<file path="src/rtl/mdrv_pkg.sv">
// Shared types for the mdriver request sequencer: FSM states and the buffered request record.
package mdrv_pkg;

  localparam int unsigned MDRV_ADDR_W = 8;
  localparam int unsigned MDRV_DATA_W = 32;

  typedef enum logic [1:0] {
    IDLE,
    ISSUE,
    DRAIN,
    RESP
  } mdrv_state_t;

  typedef struct packed {
    logic                   we;
    logic [MDRV_ADDR_W-1:0] addr;
    logic [MDRV_DATA_W-1:0] data;
  } mdrv_req_t;

endpackage

</file>
<file path="src/rtl/mdrv_req_fifo.sv">
// Request FIFO with a combinational head; pointers carry one extra wrap bit to tell full from empty.
module mdrv_req_fifo
  import mdrv_pkg::*;
#(
  parameter int unsigned DEPTH = 4
) (
  input  logic                     clk,
  input  logic                     nreset,
  input  logic                     push,
  input  logic                     pop,
  input  mdrv_req_t                din,
  output mdrv_req_t                dout,
  output logic                     full,
  output logic                     empty,
  output logic [$clog2(DEPTH):0]   count
);

  localparam int unsigned AW = $clog2(DEPTH);

  mdrv_req_t      mem_q [DEPTH];
  logic [AW:0]    wptr_q, wptr_d;
  logic [AW:0]    rptr_q, rptr_d;
  logic           wr_en;
  logic           rd_en;

  // Guard against overflow/underflow even if a caller misbehaves.
  assign wr_en = push && !full;
  assign rd_en = pop && !empty;

  always_comb begin
    wptr_d = wptr_q;
    rptr_d = rptr_q;
    if (wr_en) wptr_d = wptr_q + 1'b1;
    if (rd_en) rptr_d = rptr_q + 1'b1;
  end

  always_ff @(posedge clk or negedge nreset) begin
    if (!nreset) begin
      wptr_q <= '0;
      rptr_q <= '0;
    end else begin
      wptr_q <= wptr_d;
      rptr_q <= rptr_d;
    end
  end

  always_ff @(posedge clk) begin
    if (wr_en) mem_q[wptr_q[AW-1:0]] <= din;
  end

  assign count = wptr_q - rptr_q;
  assign full  = (count == (AW+1)'(DEPTH));
  assign empty = (wptr_q == rptr_q);
  assign dout  = mem_q[rptr_q[AW-1:0]];

endmodule

</file>
<file path="src/rtl/mdriver_req_sequencer.sv">
// Core-side request front-end: queues requests, issues them one at a time to mdriver_int,
// and returns each completion (or timeout error) on a valid/ready response channel.
module mdriver_req_sequencer
  import mdrv_pkg::*;
#(
  parameter int unsigned DATA_W  = MDRV_DATA_W,
  parameter int unsigned ADDR_W  = MDRV_ADDR_W,
  parameter int unsigned DEPTH   = 4,
  parameter int unsigned TIMEOUT = 64
) (
  input  logic              clk,
  input  logic              nreset,
  input  logic              req_valid,
  output logic              req_ready,
  input  logic              req_we,
  input  logic [ADDR_W-1:0] req_addr,
  input  logic [DATA_W-1:0] req_data,
  output logic              rsp_valid,
  input  logic              rsp_ready,
  output logic              rsp_we,
  output logic [DATA_W-1:0] rsp_data,
  output logic              rsp_err,
  output logic [ADDR_W-1:0] si_address,
  output logic [DATA_W-1:0] si_data,
  output logic              we,
  output logic              exec,
  input  logic [DATA_W-1:0] so_data,
  input  logic              fin,
  output logic              busy
);

  localparam int unsigned TW = (TIMEOUT > 1) ? $clog2(TIMEOUT) : 1;
  localparam logic [TW-1:0] TMO_LAST = TW'((TIMEOUT == 0) ? 0 : TIMEOUT - 1);

  mdrv_state_t        state_q, state_d;
  logic               exec_q, exec_d;
  logic               we_q, we_d;
  logic [ADDR_W-1:0]  addr_q, addr_d;
  logic [DATA_W-1:0]  sdata_q, sdata_d;
  logic               rsp_valid_q, rsp_valid_d;
  logic               rsp_we_q, rsp_we_d;
  logic [DATA_W-1:0]  rsp_data_q, rsp_data_d;
  logic               rsp_err_q, rsp_err_d;
  logic [TW-1:0]      tmo_q, tmo_d;

  mdrv_req_t              fifo_din;
  mdrv_req_t              fifo_head;
  logic                   fifo_full;
  logic                   fifo_empty;
  logic                   fifo_pop;
  logic [$clog2(DEPTH):0] fifo_count;

  always_comb begin
    fifo_din      = '0;
    fifo_din.we   = req_we;
    fifo_din.addr = req_addr;
    fifo_din.data = req_data;
  end

  mdrv_req_fifo #(
    .DEPTH (DEPTH)
  ) u_fifo (
    .clk    (clk),
    .nreset (nreset),
    .push   (req_valid && !fifo_full),
    .pop    (fifo_pop),
    .din    (fifo_din),
    .dout   (fifo_head),
    .full   (fifo_full),
    .empty  (fifo_empty),
    .count  (fifo_count)
  );

  always_comb begin
    state_d     = state_q;
    exec_d      = exec_q;
    we_d        = we_q;
    addr_d      = addr_q;
    sdata_d     = sdata_q;
    rsp_valid_d = rsp_valid_q;
    rsp_we_d    = rsp_we_q;
    rsp_data_d  = rsp_data_q;
    rsp_err_d   = rsp_err_q;
    tmo_d       = tmo_q;
    fifo_pop    = 1'b0;

    case (state_q)
      IDLE: begin
        if (!fifo_empty) begin
          fifo_pop = 1'b1;
          we_d     = fifo_head.we;
          addr_d   = fifo_head.addr;
          sdata_d  = fifo_head.we ? fifo_head.data : '0;
          exec_d   = 1'b1;
          tmo_d    = '0;
          state_d  = ISSUE;
        end
      end
      ISSUE: begin
        // fin wins over a timeout landing on the same cycle.
        if (fin) begin
          exec_d     = 1'b0;
          rsp_data_d = we_q ? '0 : so_data;
          rsp_we_d   = we_q;
          rsp_err_d  = 1'b0;
          state_d    = DRAIN;
        end else if ((TIMEOUT != 0) && (tmo_q == TMO_LAST)) begin
          exec_d     = 1'b0;
          rsp_data_d = '0;
          rsp_we_d   = we_q;
          rsp_err_d  = 1'b1;
          state_d    = DRAIN;
        end else begin
          tmo_d = tmo_q + 1'b1;
        end
      end
      DRAIN: begin
        if (!fin) begin
          rsp_valid_d = 1'b1;
          state_d     = RESP;
        end
      end
      RESP: begin
        if (rsp_ready) begin
          rsp_valid_d = 1'b0;
          state_d     = IDLE;
        end
      end
      default: state_d = IDLE;
    endcase
  end

  always_ff @(posedge clk or negedge nreset) begin
    if (!nreset) begin
      state_q     <= IDLE;
      exec_q      <= 1'b0;
      we_q        <= 1'b0;
      addr_q      <= '0;
      sdata_q     <= '0;
      rsp_valid_q <= 1'b0;
      rsp_we_q    <= 1'b0;
      rsp_data_q  <= '0;
      rsp_err_q   <= 1'b0;
      tmo_q       <= '0;
    end else begin
      state_q     <= state_d;
      exec_q      <= exec_d;
      we_q        <= we_d;
      addr_q      <= addr_d;
      sdata_q     <= sdata_d;
      rsp_valid_q <= rsp_valid_d;
      rsp_we_q    <= rsp_we_d;
      rsp_data_q  <= rsp_data_d;
      rsp_err_q   <= rsp_err_d;
      tmo_q       <= tmo_d;
    end
  end

  assign req_ready  = !fifo_full;
  assign exec       = exec_q;
  assign we         = we_q;
  assign si_address = addr_q;
  assign si_data    = sdata_q;
  assign rsp_valid  = rsp_valid_q;
  assign rsp_we     = rsp_we_q;
  assign rsp_data   = rsp_data_q;
  assign rsp_err    = rsp_err_q;
  assign busy       = (fifo_count != '0) || (state_q != IDLE);

endmodule

</file>
<file path="config.mk">
export PLATFORM = sky130hd
export DESIGN_NAME = mdriver_req_sequencer
export DESIGN_NICKNAME = d
export VERILOG_FILES = /design/src/rtl/mdrv_pkg.sv /design/src/rtl/mdrv_req_fifo.sv /design/src/rtl/mdriver_req_sequencer.sv
export SDC_FILE = /design/constraint.sdc
export NUM_CORES = 1
export LEC_CHECK = 0
export CELL_PAD_IN_SITES_DETAIL_PLACEMENT = 2
export CELL_PAD_IN_SITES_GLOBAL_PLACEMENT = 2
export CORE_MARGIN = 3
export CORE_UTILIZATION = 30
export CTS_BUF_LIST = sky130_fd_sc_hd__clkbuf_16
export CTS_CLUSTER_SIZE = 25
export DETAILED_ROUTE_END_ITERATION = 10
export GPL_ROUTABILITY_DRIVEN = 0
export PLACE_DENSITY = 0.63
export SYNTH_ARGS = -nofsm -noshare
export SYNTH_HDL_FRONTEND = slang
export SYNTH_SLANG_ARGS = --single-unit
export TNS_END_PERCENT = 30
</file>
<file path="constraint.sdc">
create_clock -name clk -period 5.94 [get_ports clk]
set_input_delay 0.594 -clock clk [delete_from_list [all_inputs] [get_ports clk]]
set_output_delay 0.594 -clock clk [all_outputs]
set_load 0.02 [all_outputs]
</file>
# After elaboration in Yosys (flattened, before gate mapping)
# Memories as Yosys holds them, arrays and structs flattened.
# Index checks and enable logic that the tools add are counted.
# word_totals
reg_bits,91
ram_bits,164
input_bits,78
wordCells,77
n_memories,1
# classes
addsub,4
n_eq_ne,12
mux,29
n_bitwise,1
n_reduce_logical,18
# mem_list
name,depth,width,read_ports,rd_ports_with_merged_regs,write_ports,line_no,source
u_fifo.mem_q,4,41,1,0,1,mdrv_req_fifo.sv:20,mdrv_req_t mem_q [DEPTH];
# op_table
operator,count
$mux 32,4
$mux 6,3
$mux 1,13
$pmux 6 s2,1
$mux 2,5
$ne 2x2->1 const B,5
$pmux 2 s4,1
$reduce_and 4->1,2
$reduce_bool 2->1,4
$add 3x1->3 const B,2
$add 6x1->6 const B,1
$eq 6x6->1 const B,1
$reduce_and 3->1,2
$eq 2x2->1 const B,2
$pmux 1 s2,2
$reduce_and 2->1,2
$eq 3x3->1,1
$eq 3x3->1 const B,1
$logic_and 1x1->1,3
$ne 3x3->1 const B,1
$reduce_bool 3->1,1
$sub 3x3->3,1
$eq 2x1->1 const B,1
$logic_not 1->1,2
3 further kinds,3

# Logic depth before layout (Yosys ltp)
# logic_depth
word_depth,7
depth_mapped,9
ltp_nobuf,6

# Cells and area by module
# A second synthesis with hierarchy kept.
# hier_totals
cells_unflattened,582
area_unflattened_um2,9840.7
# by_module_without_submodules
mod,n_inst,cells_per_inst,area_per_inst_um2,seq_area_each_um2
mdrv_req_fifo,1,261,6372.4,5074.9
mdriver_req_sequencer,1,321,3468.3,2127.0

# Worst setup path after synthesis
# Ideal clock, no wire load.
# synth_timing
path_kind,register to register
startpoint,register u_fifo.rptr_q[1]
endpoint,"memory u_fifo.mem_q[3][0] (netlist name), enable pin"
t_arrival_ps,3700
t_required_ps,5472
slack_ps,1773
path_stages_with_launch,6
cell_sequence,dfrtp_1 > clkbuf_1 > clkbuf_1 > inv_1 > ha_1 > a31oi_1
# synth_via
elab_chain_cells,7
# synth_lines
item,line_no,source
from (decl),mdrv_req_fifo.sv:22,"logic [AW:0] rptr_q, rptr_d;"
from (signal assigned),mdrv_req_fifo.sv:43,rptr_q <= rptr_d;
$sub 3x3->3 (*),mdrv_req_fifo.sv:51,assign count = wptr_q - rptr_q;
$eq 3x3->1 (*),mdrv_req_fifo.sv:52,assign full = (count == (AW+1)'(DEPTH));
$logic_not 1->1 (*),"mdrv_req_fifo.sv:27, mdriver_req_sequencer.sv:65",
$logic_and 1x1->1,mdriver_req_sequencer.sv:65,".push (req_valid && !fifo_full),"
$logic_and 1x1->1 (*),mdrv_req_fifo.sv:27,assign wr_en = push && !full;
$mux 1 (*),mdrv_req_fifo.sv:48,if (wr_en) mem_q[wptr_q[AW-1:0]] <= din;
$mux 1 (not written as such) (*),mdrv_req_fifo.sv:48,
to (decl),mdrv_req_fifo.sv:20,
# Every way passes the cells marked *; elsewhere a longest branch is shown, timed or not.

# Worst setup path in the final report
# layout_timing
startpoint,register u_fifo.rptr_q[0]
endpoint,output busy
# layout_via
elab_chain_cells,3
# layout_lines
item,line_no,source
$sub 3x3->3,mdrv_req_fifo.sv:51,
$reduce_bool 3->1,mdriver_req_sequencer.sv:168,assign busy = (fifo_count != '0) || (state_q != IDLE);
$logic_or 1x1->1,mdriver_req_sequencer.sv:168,
to (decl),mdriver_req_sequencer.sv:29,output logic busy
# No other way between the ends.

==> flow_summary.yaml <==
status:
  run_status: "completed"
synth:
  ys_warn_count: 0
  synth-xor-area-share: 0.007696
  yosys.area_share.simple: 0.05274
  syn_inst: 565
  synth_flop_cell: "edfxtp_1"
  ys_types: 48
  synth_seq_area_share: 0.7262
  avgSynthCellArea_um2: 17.55
  synth-compound-area-share: 0.06636
  synthMuxAreaShare: 0.1093
  synth_nets: 656
  synth_top_family_by_area: "multiplexers"
  synth_edf_count: 164
  async_flop_share: 0.3569
  synthAdderAreaFrac: 0.01640
  syn-cell-area_mm2: 0.009917
  ys_ff_latch: 255
placed_design:
  io_buffers: 156
  dp_slack_ns: 2.462
  hpwl_um: 15780
setup_path:
  rrSetupSlack_ns: 2.58
  crit_required_ns: 5.35
  rr_startpoint: "u_fifo.rptr_q[0]"
  crit_path_max_incr_delay_ns: 1.03
  r2r-end: "u_fifo.mem_q[2][22]"
  cp-start-kind: "flip-flop"
  critical_path_buf_inv_count: 1
  crit_chain: "ha_1 -> nor2b_1 -> xnor2_2 -> nand2b_1 -> clkdlybuf4s50_1"
  path_delay_family: "flip-flops"
  crit_fanout: 44
  slowest_stage: "dfrtp_4"
  crit_arrival_ns: 3.08
  worst-setup-path-type: "flip-flop to primary output"
  endpoint_kind: "primary output"
  rr_worst_depth: 6
  crit_start: "u_fifo.rptr_q[0]"
cts:
  cts_sinks: 255
  cts_tree: "done"
  htree_levels: 1
  cts_made_buffers: 29
  clkLatencyLatePin_ns: 0.55
  postCtsHoldBufs: 0
  clock_path_buffers: 3
  cts_root_buf: "clkbuf_16"
  cts_resized: 0
  clkSlewWorstSetupHoldPaths_ns: 0.06
  post_cts_buffers: 0
routing:
  drt_iter0_markers: 294
  wl_per_cell_um: 20.98
  wl_um: 24890
  drt_pass1_iterations: 4
  vias: 5632
  drcViolationCount: 0
  via_per_inst: 4.749
  postRouteAntennaNets: 0
global_routing:
  met1_usage: 0.1888
  grt_pass1_wl_um: 39880
  antenna_found_initial: 3
  gr-usage-met3: 0.03870
  grt_start_max_net_pins: 67
  grt_pass1_vias: 6551
  grt.overflow.total: 0
  grt_use_total: 0.1429
  top_usage_layer: "met2"
  gr-usage-met2: 0.2370
final_layout:
  drive_gt1_frac: 0.1611
  finalNetCount: 819
  n_antenna_cell: 0
  syn2layout_area_growth_pct: 30.43
floorplan:
  pin_count: 157
  die_x_um: 187.8
  dieArea_mm2: 0.03527
  num_rows: 65
  die_h_um: 187.8
  coreArea_mm2: 0.03204
  start_util: 0.3095
timing:
  worstMarginPinSlew_ns: 1.132
  timing.final.ws_setup_ns: 2.262
  finalSetupViolCount: 0
  fin_crit_sh: 0.6192
  finalCriticalPeriod_ns: 3.678
  hold_ws_ns: 0.04845
  tns_ns: 0
  maxClockFrequency_mhz: 271.9
  hold_viol: 0
  relSlewSlack: 0.2425
  final-max-slew-violation-count: 0
  finClkSkew_ns: 0.01302
  rsz0062_at_grt: "no"
hold_path:
  hp-class: "input port to async pin"
power:
  power.density_mw_per_mm2: 537.8
  max-vdd-ir-drop_v: 0.0002906
  leakage_uw: 0.004728
job:
  drv_cap: 0
## logic make-up after synthesis
family | after synthesis
AO/OA/AOI/OAI | 94
XOR/XNOR | 7
adder cells (fa/ha/maj) | 13
buffers and inverters | 45
flip-flops | 255
multiplexers | 54
AND/OR/NAND/NOR | 97
## cells in the mapped netlist (all sizes together) (2+ instances only)
| library cell | count | area share |
|---|---|---|
| xor2 | 3 | 0.0026 |
| o31ai | 2 | 0.0015 |
| a2bb2oi | 2 | 0.0018 |
| buf | 14 | 0.0096 |
| edfxtp | 164 | 0.50 |
| and2 | 3 | 0.0019 |
| clkbuf | 18 | 0.0068 |
| nand2b | 35 | 0.022 |
| dfrtp | 91 | 0.23 |
| and3 | 2 | 0.0013 |
| nand2 | 14 | 0.0053 |
| a22o | 31 | 0.027 |
| xnor2 | 4 | 0.0050 |
| inv | 12 | 0.0045 |
| a21oi | 7 | 0.0043 |
| ha | 13 | 0.016 |
| mux4 | 41 | 0.093 |
| nor2 | 5 | 0.0026 |
| mux2 | 12 | 0.015 |
| a31oi | 6 | 0.0044 |
| nand3 | 34 | 0.017 |
| o21ai | 37 | 0.020 |
## placed cells by master (no fill, tap or decap), types with 3 or more instances in the layout
cell / instances
nand2_1: 13
o21ai_0: 31
and2_2: 3
edfxtp_1: 164
a21oi_1: 5
clkbuf_16: 29
clkdlybuf4s50_1: 155
dfrtp_1: 89
bufinv_16: 5
a22o_1: 31
a31oi_1: 4
inv_1: 17
clkinv_1: 4
clkinvlp_4: 4
mux2_4: 4
nor2_1: 4
ha_1: 13
mux4_2: 41
clkinv_2: 7
mux2_2: 7
nand3_1: 34
o21ai_1: 5
nand2b_1: 35
xor2_1: 3
buf_4: 9
## worst reg2reg max path: cells and delay by family (launching register included)
kind / cells / cell delay (ns)
flops: 1 / 1.03
compound gates: 1 / 0.36
fa+ha+maj: 1 / 0.27
buf+inv: 1 / 0.50
simple gates: 2 / 0.67
xor+xnor: 1 / 0.14
## stage by stage
stage / utilization / total power [µW] / std cells / instance area, µm²
after floorplan: - / 4225 / 565 / 9917
after global placement: 0.3727 / 5091 / 1132 / 11940
after detailed placement: 0.3727 / 5224 / 1132 / 11940
after CTS: 0.4037 / 7109 / 1186 / 12930
after global routing: 0.4037 / 7387 / 1186 / 12930
final: 0.4037 / 6956 / 1186 / 12930
## state kept, by name, indices dropped and copies added (netlist names)
signal,cells
exec,1
rsp_data,32
rsp_err,1
rsp_valid,1
rsp_we,1
si_address,8
si_data,32
state_q,2
tmo_q,6
u_fifo.mem_q,164
u_fifo.rptr_q,3
u_fifo.wptr_q,3
we,1
## metal layers
layer  up-vias  part of all wire  wire (µm)
met1      2899              0.44      10940
met4         6             0.024        596
met2       158              0.48      11830
met5         -            0.0019         47
li1       2516                 -          -
met3        53             0.060       1481
## layout make-up
class	count	area [µm²]
Inverter	13	48.80
Clock inverter	25	265.3
Fill cell	3136	19110
Clock buffer	29	725.7
Timing Repair Buffer	164	1619
Sequential cell	255	7207
Tap cell	435	544.3
Multi-Input combinational cell	265	2525
## worst max-delay path by stage
stage	end	slack (ns)	cells past startpoint
final	busy	2.26	5
after global routing	busy	1.95	5
after CTS	busy	2.12	5
after detailed placement	u_fifo.rptr_q[1]	2.46	5
after global placement	u_fifo.mem_q[0][21]	2.55	6
after floorplan	u_fifo.mem_q[3][0]	1.77	5
## report_power, final
part	internal, µW	switching [µW]	leakage, µW
Sequential	2440	355	0.00266
Combinational	1110	1200	0.00157
Clock	1110	731	0.000497
Note: power is estimated with default switching activity, not from simulation.
==> variant 1, RTL diff (config.mk and constraints unchanged) <==
`TIMEOUT`: 64 -> 128.
--- a/src/rtl/mdriver_req_sequencer.sv
+++ b/src/rtl/mdriver_req_sequencer.sv
@@ -6,7 +6,7 @@
   parameter int unsigned DATA_W  = MDRV_DATA_W,
   parameter int unsigned ADDR_W  = MDRV_ADDR_W,
   parameter int unsigned DEPTH   = 4,
-  parameter int unsigned TIMEOUT = 64
+  parameter int unsigned TIMEOUT = 128
 ) (
   input  logic              clk,
   input  logic              nreset,
Behaviour: no difference found for any inputs over 4 cycles, from zero or initial values and one cycle with nreset low; that may be too few to reach the edited logic, so the function may still have changed.
==> variant 1 against the unedited design <==
Cell area is 1.9% lower. Highest routed layer is now met4. Routed wire length is 1.6% lower. Worst setup slack worse by 0.075 ns. Power is 2.3% lower. Utilization is 0.36 points lower. Global-route usage is 0.052 points lower. Area after synthesis is 2.3% lower. Sequential cell count is 1 higher.
==> variant 1: results (changes against the unedited design) <==
| Metric | Value |
|---|---|
| Critical Path AT | `3.16 ns (was 3.08 ns)` |
| Max_slew headroom | `36.9% (was 24.2%)` |
| Max reg flops | `164 (unchanged)` |
| Number of iterations in the first detailed-routing pass | `4 (unchanged)` |
| Delay-heaviest family, CP | `flip-flops (unchanged)` |
| Status | `finished clean (unchanged)` |
| Leak | `4.63 nW (was 4.73 nW)` |
| Largest net degree at the start of global routing | `50 (was 67)` |
| Peak supply drop | `0.257 mV (was 0.291 mV)` |
| Synth cell count leaders | `edfxtp_1 (164), dfrtp_1 (92), a22o_1 (55), mux4_2 (41), inv_1 (18) (was edfxtp_1 (164), dfrtp_1 (91), mux4_2 (41), nand2b_1 (35), nand3_1 (34))` |
| Root Driver | `clkbuf_16 (unchanged)` |
| Initial antenna violation count | `0 (was 3)` |
| WL final | `24,500 um (was 24,900 um)` |
| DR vias | `5,460 (was 5,632)` |
| PortBufs | `156 (unchanged)` |
| Vias in the first global route | `6,400 (was 6,551)` |
| Crit path max fanout | `44 (unchanged)` |
| # nets final | `776 (was 819)` |
| Post-CTS Setup Inserts | `0 (unchanged)` |
| Yosys cell types | `44 (was 48)` |
| Worst path slowest cell | `dfrtp_4 (unchanged)` |
| Worst Clk Skew | `0.00741 ns (was 0.0130 ns)` |
| Number of DRC markers in iteration 0 | `326 (was 294)` |
| Critical Path Max Stage Delay | `roughly 1.0 ns` |
| Post-synthesis xor/xnor area fraction | `0.620% (was 0.770%)` |
| Clock Path Buffers | `3 (unchanged)` |
| Yosys warns | `0 (unchanged)` |
| Total track usage | `14.2% (was 14.3%)` |
| Seq/Total Area, Yosys | `74.6% (was 72.6%)` |
| Post-CTS Resized | `0 (unchanged)` |
| Ys async rst share | `35.9% (was 35.7%)` |
| Post-Syn Nets | `609 (was 656)` |
| Post-synthesis adder-cell area fraction | `1.68% (was 1.64%)` |
| Compound-Gate Fraction of Synth Area | `7.51% (was 6.64%)` |
| Worst hold path type | `in2async (unchanged)` |
| Largest cells by area after synthesis | `edfxtp_1 (51%), dfrtp_1 (24%), mux4_2 (9.5%) (was edfxtp_1 (50%), dfrtp_1 (23%), mux4_2 (9.3%))` |
| Post-synthesis mux area share | `11.0% (was 10.9%)` |
| HPWL after detailed placement | `14,800 um (was 15,800 um)` |
| Worst-Skew Late Latency | `0.55 ns (about the same)` |
| Fraction of layout cells with a size suffix above 1 | `16.2% (was 16.1%)` |
| Post-synth EDFFs | `164 (unchanged)` |
| CTS Buf Count | `29 (unchanged)` |
| Clock slew at reported path FFs | `0.06 ns (about the same)` |
| First-pass GRT wire length | `38,200 um (was 39,900 um)` |
| Level count of the clock H-tree | `1 (unchanged)` |
[variant 1: cell count changes in the layout (fill, tap and decap cells not counted), sizes merged, moves of 3 or more]
cell / delta
nand2b: -32
a22o: +24
clkinv: +7
nand3: -18
a21oi: -4
o21ai: -21
clkinvlp: -4
inv: +3
[variant 1: layout make-up]
| cell class | count | area [um2] |
|---|---|---|
| sequential | 256 | 7230 |
| multi-input combinational | 216 | 2320 |
| clock buffer | 29 | 726 |
| tap | 402 | 503 |
| timing repair buffer | 164 | 1620 |
| inverter | 18 | 67.6 |
| fill | 3066 | 19000 |
| clock inverter | 25 | 223 |
| antenna | 1 | 2.50 |
[variant 1: layer usage]
layer	track usage, %	share of wire (%)
met1	18.5	44
met4	3.22	2.0
met2	24.8	49
met5	0	0
met3	2.81	5.4
[variant 1: final timing paths]
kind                                    end        startpoint  slack [ns]  cells after the start
max reg2reg                      si_data[1]  u_fifo.rptr_q[0]        2.73                      6
min in group clk                    rsp_err           rsp_err        0.49                      1
max in group asynchronous  u_fifo.rptr_q[0]            nreset        4.63                      2
max                                    busy  u_fifo.rptr_q[0]        2.19                      5
min                              state_q[1]            nreset        0.07                      1
min reg2reg                         rsp_err           rsp_err        0.49                      1
[variant 1: logic make-up (layout without fill, tap and decap cells)]
family	after synthesis	in the layout
AOI/OAI and AO/OA	92	92
xor gates and xnor gates	6	6
adders and majority gates	13	13
buffers and inverters	46	236
DFF	256	256
muxes	54	54
other	0	1
and+or+nand+nor	51	51
[variant 1: power breakdown]
part | internal, mW | switching, mW
Clock | 1.06 | 0.717
Combinational | 1.07 | 1.18
Sequential | 2.46 | 0.316
Total | 4.58 | 2.21
[variant 1: through the flow]
stage / cell area, um2 / hold WS (ns) / setup WS [ns] / std cells
global route: 12700 / 0.104 / 1.92 / 1110
CTS: 12700 / 0.0715 / 2.04 / 1110
detailed placement: 11700 / 0.492 / 2.65 / 1056
floorplan: 9690 / 0.298 / 1.78 / 518
finish: 12700 / 0.0715 / 2.19 / 1111
global placement: 11700 / 0.472 / 2.67 / 1056
==> variant 2, RTL diff (same settings) <==
Made on the original files. The 4 states of `mdrv_state_t` get a one-hot encoding in 4 bits.
--- a/src/rtl/mdrv_pkg.sv
+++ b/src/rtl/mdrv_pkg.sv
@@ -4,11 +4,11 @@
   localparam int unsigned MDRV_ADDR_W = 8;
   localparam int unsigned MDRV_DATA_W = 32;
 
-  typedef enum logic [1:0] {
-    IDLE,
-    ISSUE,
-    DRAIN,
-    RESP
+  typedef enum logic [3:0] {
+    IDLE  = 4'b0001,
+    ISSUE = 4'b0010,
+    DRAIN = 4'b0100,
+    RESP  = 4'b1000
   } mdrv_state_t;
 
   typedef struct packed {
Check against the original RTL: no difference found for any inputs over 4 cycles, from zero or initial values and one cycle with nreset low; so few cycles prove little.
==> variant 2 against the unedited design <==
Area after synthesis fell by 3.0%. Power fell by 0.73%. Sequential cell count rose by 2. Routed wire length fell by 3.2%. Worst setup slack got worse by 0.017 ns. First-iteration DRC count fell by 3.7%. Critical path depth did not move. Global-route usage fell by 0.24 points. Count of clock-buffer cells in the layout did not move. Utilization rose by 0.34 points. Cell area fell by 2.2%. Clock skew rose by 0.0049 ns. Highest routed layer is now met4.
==> variant 2: results (changes against the unedited design) <==
| Metric | Value |
|---|---|
| Cell area after placement | `11,600 um2 (was 11,900 um2)` |
| Number of DRC markers in iteration 0 | `283 (was 294)` |
| Leak | `4.66 nW (was 4.73 nW)` |
| Fillers | `2,967 (was 3,136)` |
| Fraction of layout cells with a size suffix above 1 | `17.9% (was 16.1%)` |
| Detailed-route wire length per cell | `22.4 um (was 21.0 um)` |
| Post-synth EDFFs | `164 (unchanged)` |
| Total track usage | `14.1% (was 14.3%)` |
| Synthesized area per cell | `19.6 um2 (was 17.6 um2)` |
| RR Endpoint | `u_fifo.mem_q[1][18] (was u_fifo.mem_q[2][22])` |
| Compound-Gate Fraction of Synth Area | `7.80% (was 6.64%)` |
| Number of iterations in the first detailed-routing pass | `4 (unchanged)` |
| Post-synthesis xor/xnor area fraction | `0.715% (was 0.770%)` |
| Max_slew headroom | `20.7% (was 24.2%)` |
| Design area | `12,600 um2 (was 12,900 um2)` |
| Worst Clk Skew | `0.0179 ns (was 0.0130 ns)` |
| Largest cells by area after synthesis | `edfxtp_1 (51%), dfrtp_1 (24%), mux4_2 (9.6%) (was edfxtp_1 (50%), dfrtp_1 (23%), mux4_2 (9.3%))` |
| R2r setup slk | `2.40 ns (was 2.58 ns)` |
| Vias in the first global route | `6,094 (was 6,551)` |
| Status | `finished clean (unchanged)` |
| Post-synthesis adder-cell area fraction | `1.04% (was 1.64%)` |
| Worst r2r path cells | `5 (was 6)` |
| Pre-CTS WS | `2.28 ns (was 2.46 ns)` |
| Critical Path AT | `3.10 ns (was 3.08 ns)` |
| Slew Viols, Final | `0 (unchanged)` |
| Tmin final | `3.69 ns (was 3.68 ns)` |
| Hold slack | `0.0796 ns (was 0.0485 ns)` |
| HPWL after detailed placement | `14,800 um (was 15,800 um)` |
| Synth cell count leaders | `edfxtp_1 (164), dfrtp_1 (92), a22o_1 (63), mux4_2 (41), clkbuf_1 (14) (was edfxtp_1 (164), dfrtp_1 (91), mux4_2 (41), nand2b_1 (35), nand3_1 (34))` |
| Initial antenna violation count | `0 (was 3)` |
| Peak supply drop | `0.269 mV (was 0.291 mV)` |
| Final cell count without fillers | `1,077 (was 1,186)` |
| First-pass GRT wire length | `37,200 um (was 39,900 um)` |
| Post-Syn Nets | `578 (was 656)` |
| Ys async rst share | `36.2% (was 35.7%)` |
| Seq/Total Area, Yosys | `75.4% (was 72.6%)` |
| Placed cells | `1,022 (was 1,132)` |
| Yosys cell types | `47 (was 48)` |
variant 2: cell type report:
cell class,count,area share (%)
Tap cell,396,3.92
Clock buffer,29,5.74
Inverter,11,0.326
Antenna cell,1,0.0198
Clock inverter,25,2.23
Timing Repair Buffer,161,12.6
Sequential cell,257,57.4
Multi-Input combinational cell,197,17.8
variant 2: worst max path at each step:
| stage | startpoint | to | cells after the start |
|---|---|---|---|
| after floorplan | u_fifo.rptr_q[1] | u_fifo.mem_q[3][0] | 7 |
| after global placement | u_fifo.rptr_q[0] | u_fifo.mem_q[1][14] | 5 |
| after detailed placement | u_fifo.rptr_q[0] | u_fifo.mem_q[1][10] | 5 |
| after CTS | u_fifo.rptr_q[0] | req_ready | 5 |
| after global routing | u_fifo.rptr_q[0] | req_ready | 5 |
| final | u_fifo.rptr_q[0] | req_ready | 5 |
variant 2: layer usage:
metal / part of all wire (%) / up-vias / track usage (%) / wire length (um)
li1: - / 2309 / - / -
met1: 43 / 2816 / 18.9 / 10500
met2: 49 / 166 / 23.6 / 11800
met3: 5.8 / 34 / 3.06 / 1390
met4: 2.0 / 0 / 3.00 / 474
met5: 0 / - / 0 / 0
variant 2: critical path: cells and delay by family, from the launching register on:
| family | cells | cell delay, ns |
|---|---|---|
| XOR/XNOR | 1 | 0.37 |
| flip-flops | 1 | 1.04 |
| buffers and inverters | 1 | 0.57 |
| AND/OR/NAND/NOR | 2 | 0.26 |
| adder cells (fa/ha/maj) | 1 | 0.30 |
variant 2: report_power, final:
| group | switching [mW] | internal (mW) |
|---|---|---|
| clock network | 0.729 | 1.15 |
| registers | 0.335 | 2.46 |
| logic | 1.15 | 1.08 |
| total | 2.21 | 4.69 |
